--- config.mk ---
export PLATFORM = sky130hd
export DESIGN_NAME = pad_pwr_seq
export DESIGN_NICKNAME = d
export VERILOG_FILES = /design/src/rtl/pad_pwr_seq.sv
export SDC_FILE = /design/constraint.sdc
export NUM_CORES = 1
export LEC_CHECK = 0
export ABC_AREA = 1
export CAP_MARGIN = 30
export CORE_MARGIN = 2
export CORE_UTILIZATION = 40
export DETAILED_ROUTE_END_ITERATION = 12
export PLACE_DENSITY = 0.77
export SYNTH_ARGS = -nofsm -noshare
export SYNTH_HDL_FRONTEND = slang
export SYNTH_SLANG_ARGS = --single-unit
--- constraint.sdc ---
create_clock -name clk_i -period 2.5 [get_ports clk_i]
set_clock_uncertainty 0.15 [all_clocks]
set_input_delay 0.375 -clock clk_i [delete_from_list [all_inputs] [get_ports clk_i]]
set_output_delay 0.375 -clock clk_i [all_outputs]
set_load 0.02 [all_outputs]
--- src/rtl/pad_pwr_seq.sv ---
// pad_pwr_seq: staggered power-up / power-down sequencer for the I/O pad ring.
// Enables pad groups one at a time after a settle period so the shared IO
// supply pads see limited simultaneous switching. Groups are disabled in
// reverse order. Per-pad OE/IE are gated by the registered group enables.
//
// Optional build macro: PAD_PWR_SEQ_TESTMODE_EN
//   Adds test_mode_i. While high, pads bypass the sequencer (OE follows the
//   core request, IE forced on), the FSM and counter freeze, and ready_o is 1.
module pad_pwr_seq #(
    parameter int NUM_GROUPS     = 4,
    parameter int PADS_PER_GRP   = 8,
    parameter int SETTLE_CYCLES  = 256,
    parameter int STAGGER_CYCLES = 16,
    parameter int CNT_W          = 16
) (
    input  logic                                 clk_i,
    input  logic                                 rst_ni,
    input  logic                                 en_i,
`ifdef PAD_PWR_SEQ_TESTMODE_EN
    input  logic                                 test_mode_i,
`endif
    input  logic [NUM_GROUPS*PADS_PER_GRP-1:0]   oe_req_i,
    output logic [NUM_GROUPS*PADS_PER_GRP-1:0]   pad_oe_o,
    output logic [NUM_GROUPS*PADS_PER_GRP-1:0]   pad_ie_o,
    output logic [NUM_GROUPS-1:0]                grp_en_o,
    output logic                                 ready_o,
    output logic                                 busy_o,
    output logic [2:0]                           state_o
);

    localparam int NP = NUM_GROUPS * PADS_PER_GRP;

    localparam logic [CNT_W-1:0]      SETTLE_LOAD  = CNT_W'(SETTLE_CYCLES - 1);
    localparam logic [CNT_W-1:0]      STAGGER_LOAD = CNT_W'(STAGGER_CYCLES - 1);
    localparam logic [CNT_W-1:0]      CNT_ONE      = CNT_W'(1);
    localparam logic [NUM_GROUPS-1:0] GRP_ONE      = NUM_GROUPS'(1);

    typedef enum logic [2:0] {
        ST_OFF     = 3'd0,
        ST_SETTLE  = 3'd1,
        ST_RAMP_UP = 3'd2,
        ST_ON      = 3'd3,
        ST_RAMP_DN = 3'd4
    } state_t;

    state_t                  state_reg;
    logic [CNT_W-1:0]        cnt_reg;
    logic [NUM_GROUPS-1:0]   grp_en_reg;
    logic                    ready_reg;
    logic                    busy_reg;

    // Freeze request for the sequencer; only the test-mode build can assert it.
    logic hold;
`ifdef PAD_PWR_SEQ_TESTMODE_EN
    assign hold = test_mode_i;
`else
    assign hold = 1'b0;
`endif

    // Thermometer neighbours of the current group vector: one more / one fewer group.
    logic [NUM_GROUPS-1:0] grp_up;
    logic [NUM_GROUPS-1:0] grp_dn;
    logic                  grp_full;
    logic                  grp_dn_empty;

    assign grp_up       = (grp_en_reg << 1) | GRP_ONE;
    assign grp_dn       = grp_en_reg >> 1;
    assign grp_full     = &grp_en_reg;
    assign grp_dn_empty = (grp_dn == '0);

    // Sequencer FSM with registered group enables, ready and busy.
    always_ff @(posedge clk_i or negedge rst_ni) begin
        if (!rst_ni) begin
            state_reg  <= ST_OFF;
            cnt_reg    <= '0;
            grp_en_reg <= '0;
            ready_reg  <= 1'b0;
            busy_reg   <= 1'b0;
        end else if (!hold) begin
            case (state_reg)
                ST_OFF: begin
                    if (en_i) begin
                        state_reg <= ST_SETTLE;
                        cnt_reg   <= SETTLE_LOAD;
                        busy_reg  <= 1'b1;
                    end
                end

                ST_SETTLE: begin
                    if (!en_i) begin
                        // Aborted before any group was enabled.
                        state_reg <= ST_OFF;
                        cnt_reg   <= '0;
                        busy_reg  <= 1'b0;
                    end else if (cnt_reg == '0) begin
                        state_reg  <= ST_RAMP_UP;
                        grp_en_reg <= GRP_ONE;
                        cnt_reg    <= STAGGER_LOAD;
                    end else begin
                        cnt_reg <= cnt_reg - CNT_ONE;
                    end
                end

                ST_RAMP_UP: begin
                    if (!en_i) begin
                        // Reverse immediately: drop the top group on this edge.
                        grp_en_reg <= grp_dn;
                        if (grp_dn_empty) begin
                            state_reg <= ST_OFF;
                            cnt_reg   <= '0;
                            busy_reg  <= 1'b0;
                        end else begin
                            state_reg <= ST_RAMP_DN;
                            cnt_reg   <= STAGGER_LOAD;
                        end
                    end else if (cnt_reg == '0) begin
                        if (grp_full) begin
                            // Last group has had its full stagger interval.
                            state_reg <= ST_ON;
                            ready_reg <= 1'b1;
                            busy_reg  <= 1'b0;
                        end else begin
                            grp_en_reg <= grp_up;
                            cnt_reg    <= STAGGER_LOAD;
                        end
                    end else begin
                        cnt_reg <= cnt_reg - CNT_ONE;
                    end
                end

                ST_ON: begin
                    if (!en_i) begin
                        ready_reg  <= 1'b0;
                        grp_en_reg <= grp_dn;
                        if (grp_dn_empty) begin
                            state_reg <= ST_OFF;
                            cnt_reg   <= '0;
                        end else begin
                            state_reg <= ST_RAMP_DN;
                            cnt_reg   <= STAGGER_LOAD;
                            busy_reg  <= 1'b1;
                        end
                    end
                end

                ST_RAMP_DN: begin
                    if (en_i) begin
                        // Resume ramping up from the current top; no settle needed.
                        state_reg  <= ST_RAMP_UP;
                        grp_en_reg <= grp_up;
                        cnt_reg    <= STAGGER_LOAD;
                    end else if (cnt_reg == '0) begin
                        grp_en_reg <= grp_dn;
                        if (grp_dn_empty) begin
                            state_reg <= ST_OFF;
                            cnt_reg   <= '0;
                            busy_reg  <= 1'b0;
                        end else begin
                            cnt_reg <= STAGGER_LOAD;
                        end
                    end else begin
                        cnt_reg <= cnt_reg - CNT_ONE;
                    end
                end

                default: begin
                    state_reg  <= ST_OFF;
                    cnt_reg    <= '0;
                    grp_en_reg <= '0;
                    ready_reg  <= 1'b0;
                    busy_reg   <= 1'b0;
                end
            endcase
        end
    end

    // Per-pad gating: each pad follows the enable of the group it belongs to.
    for (genvar gi = 0; gi < NP; gi++) begin : g_pad
        localparam int GRP = gi / PADS_PER_GRP;
        assign pad_oe_o[gi] = hold ? oe_req_i[gi] : (grp_en_reg[GRP] & oe_req_i[gi]);
        assign pad_ie_o[gi] = hold | grp_en_reg[GRP];
    end

    assign grp_en_o = grp_en_reg;
    assign ready_o  = ready_reg | hold;
    assign busy_o   = busy_reg;
    assign state_o  = state_reg;

endmodule
==> qor.csv <==
metric,value,unit
critPathLaunchType,flop,
crit_family,buffers and inverters,
syn_nets,420,
wl_per_cell,12.2,µm
grt_max_degree,26,
design.core.area,0.00585,mm²
yosys.area.top_type,dfrtp_1,
antenna_found_initial,0,
power.total,2.57,mW
cts_setup_buffers,0,
pre_cts_ws,0.270,ns
cp-end-kind,output pin,
first_global_vias,2413,
crit_chain,"buf_4, clkdlybuf4s50_1",
arrival,1.67,ns
io_pins,108,
synth_edf_count,0,
num_vias,2568,
grt_pass1_wl,11100,µm
clkSlewWorstSetupHoldPaths,0.09,ns
crit_buf_inv,2,
fin_nets,499,
hpwl,5310,µm
die_area,0.00661,mm²
yosys-top-cells-area,"dfrtp_1 26%, nand2_1 21%, buf_4 10%",
worst_ir_drop_vdd,0.454,mV
critPathRequiredTime,1.98,ns
setup_violations,0,
viasPerCell,4.78,
tightest_slew,0.339,ns
cellPowerDensity,763,mW/mm²
status,"finished, final reports clean",
rsz0062_at_grt,no,
timing.final.ws_setup,0.303,ns
gp_congestion,0.969,
synth_most_common_cell,nand2_1,
grt_use_total,20.8,%
hp-class,input port to asynchronous set/reset pin,
clock_sinks,25,
cts_inserted_buffers,3,
worst-path-max-fanout,13,
synth_area_per_cell,6.22,µm²
synth_top_area_share,26.2,%
multiInputGateArea,0.00124,mm²
cts-resized-gates,0,
synth_ff_type,dfrtp_1,
area_growth,40.8,%
synth.cell_area,0.00239,mm²
clk_latency,0.27,ns
ys_ff_latch,25,
antenna_cells,0,
initial_core_util,40.8,%
numPortBuffers,107,
chipHeight,81.3,µm
worst_r2r_path_depth,9,
overflow,0,
async_reset_ff_share,100,%
yosysUniqueCellTypes,33,
yosysWarnings,0,
layout_min_cycle_time,2.20,ns
ys_seq_area_share,26.2,%
hold_viol_final,0,
setup_tns,0,ns
synth_cells,384,
layout-drive-gt1-share,10.6,%
post-route-period-util,87.9,%
drv_slew,0,
cp_slowest_cell,clkdlybuf4s50_1,
die_x,81.3,µm
cp.depth,2,
drt_iter0_markers,230,
max_cap_viol_count,0,
critPathKind,flop to output pin,
slowest_delay,0.62,ns
remaining_drc_errors,0,
relSlewSlack,77.4,%
totalWireLength,6580,µm
row_count,28,
cts-root-buf,clkbuf_8,
cts_hold_buf,0,
largest_reg_flops,16,
regArea,626,µm²
num-fill-cells,551,
cts_max_path_buffers,2,
fmax,455,MHz
ys_top_cells_by_count,"131 x nand2_1, 55 x inv_1, 38 x nor2_1, 32 x buf_4, 25 x dfrtp_1",
htreeDepth,1,
cts_tree,yes,
whs,0.308,ns
dr.pass1.iters,5,
leakagePower,1.77,nW
ant_nets,0,
-- cell families (layout without fill, tap and decap cells) --
| family | count (synthesis) | count (layout) | share of synthesized area [%] |
|---|---|---|---|
| xor gates and xnor gates | 6 | 6 | 2.20 |
| and+or+nand+nor | 221 | 221 | 42.1 |
| AOI/OAI and AO/OA | 28 | 28 | 7.07 |
| DFF | 25 | 25 | 26.2 |
| buffers and inverters | 103 | 181 | 21.9 |
| adders and majority gates | 1 | 1 | 0.524 |
-- layer usage --
metal  part of all wire, %  up-vias  global-route usage (%)
met5                     0        -                       0
met4                  0.78        0                    3.39
met3                   5.4        6                    3.22
met2                    53       83                    37.9
met1                    41     1194                    26.0
li1                      -     1285                       -
-- per-stage QoR --
step	instance area, µm²	util (%)	std cells
after detailed placement	3320	56.7	533
after global routing	3360	57.5	537
after global placement	3320	56.7	533
after floorplan	2390	-	384
after CTS	3360	57.5	537
final	3360	57.5	537
-- placed cells by master, fill, tap and decap left out, types with 3 or more instances in the layout --
cell type,instances
o21ai_0,13
nor2_1,38
nand2_1,131
nand2_2,7
nand4_1,4
buf_4,6
nor2_4,4
clkbuf_8,3
nand3_1,16
nor2_2,4
clkdlybuf4s50_1,107
nand3_2,7
dfrtp_1,25
o21ai_1,5
xor2_1,5
inv_2,8
inv_1,55
-- worst reg2reg max path: stages, from the launching register on --
cell and delay [ns]:
dfrtp_1 0.42, inv_1 0.07, ha_1 0.20, nand3_2 0.16, nor2_1 0.21, nand2_1 0.18
nand3_2 0.15, nand3_2 0.20, nor2_2 0.24, nor2_1 0.08
-- path summary, 6_finish.rpt --
| kind | slack [ns] | end | startpoint |
|---|---|---|---|
| hold / removal | 0.31 | cnt_reg[14] | rst_ni |
| setup reg to reg | 0.34 | cnt_reg[10] | cnt_reg[0] |
| max in group asynchronous | 1.64 | cnt_reg[12] | rst_ni |
| min in group clk_i | 0.34 | ready_o | ready_o |
| hold reg to reg | 0.34 | ready_o | ready_o |
| setup / recovery | 0.30 | pad_ie_o[21] | grp_en_o[2] |
-- where the power goes --
part	switching (mW)	internal, mW	leakage (nW)	total (mW)
clock	0.135	0.114	0.0228	0.249
combinational	0.993	0.649	1.42	1.64
sequential	0.155	0.520	0.325	0.675
total	1.28	1.28	1.77	2.57
-- cell type report --
class                      instances  share of cell area, %
multi-input combinational        256                   36.8
clock buffer                       4                   1.34
sequential                        25                   18.6
tap                               75                   2.79
timing repair buffer             113                   33.2
inverter                          64                   7.22
Note: power is estimated with default switching activity, not from simulation.
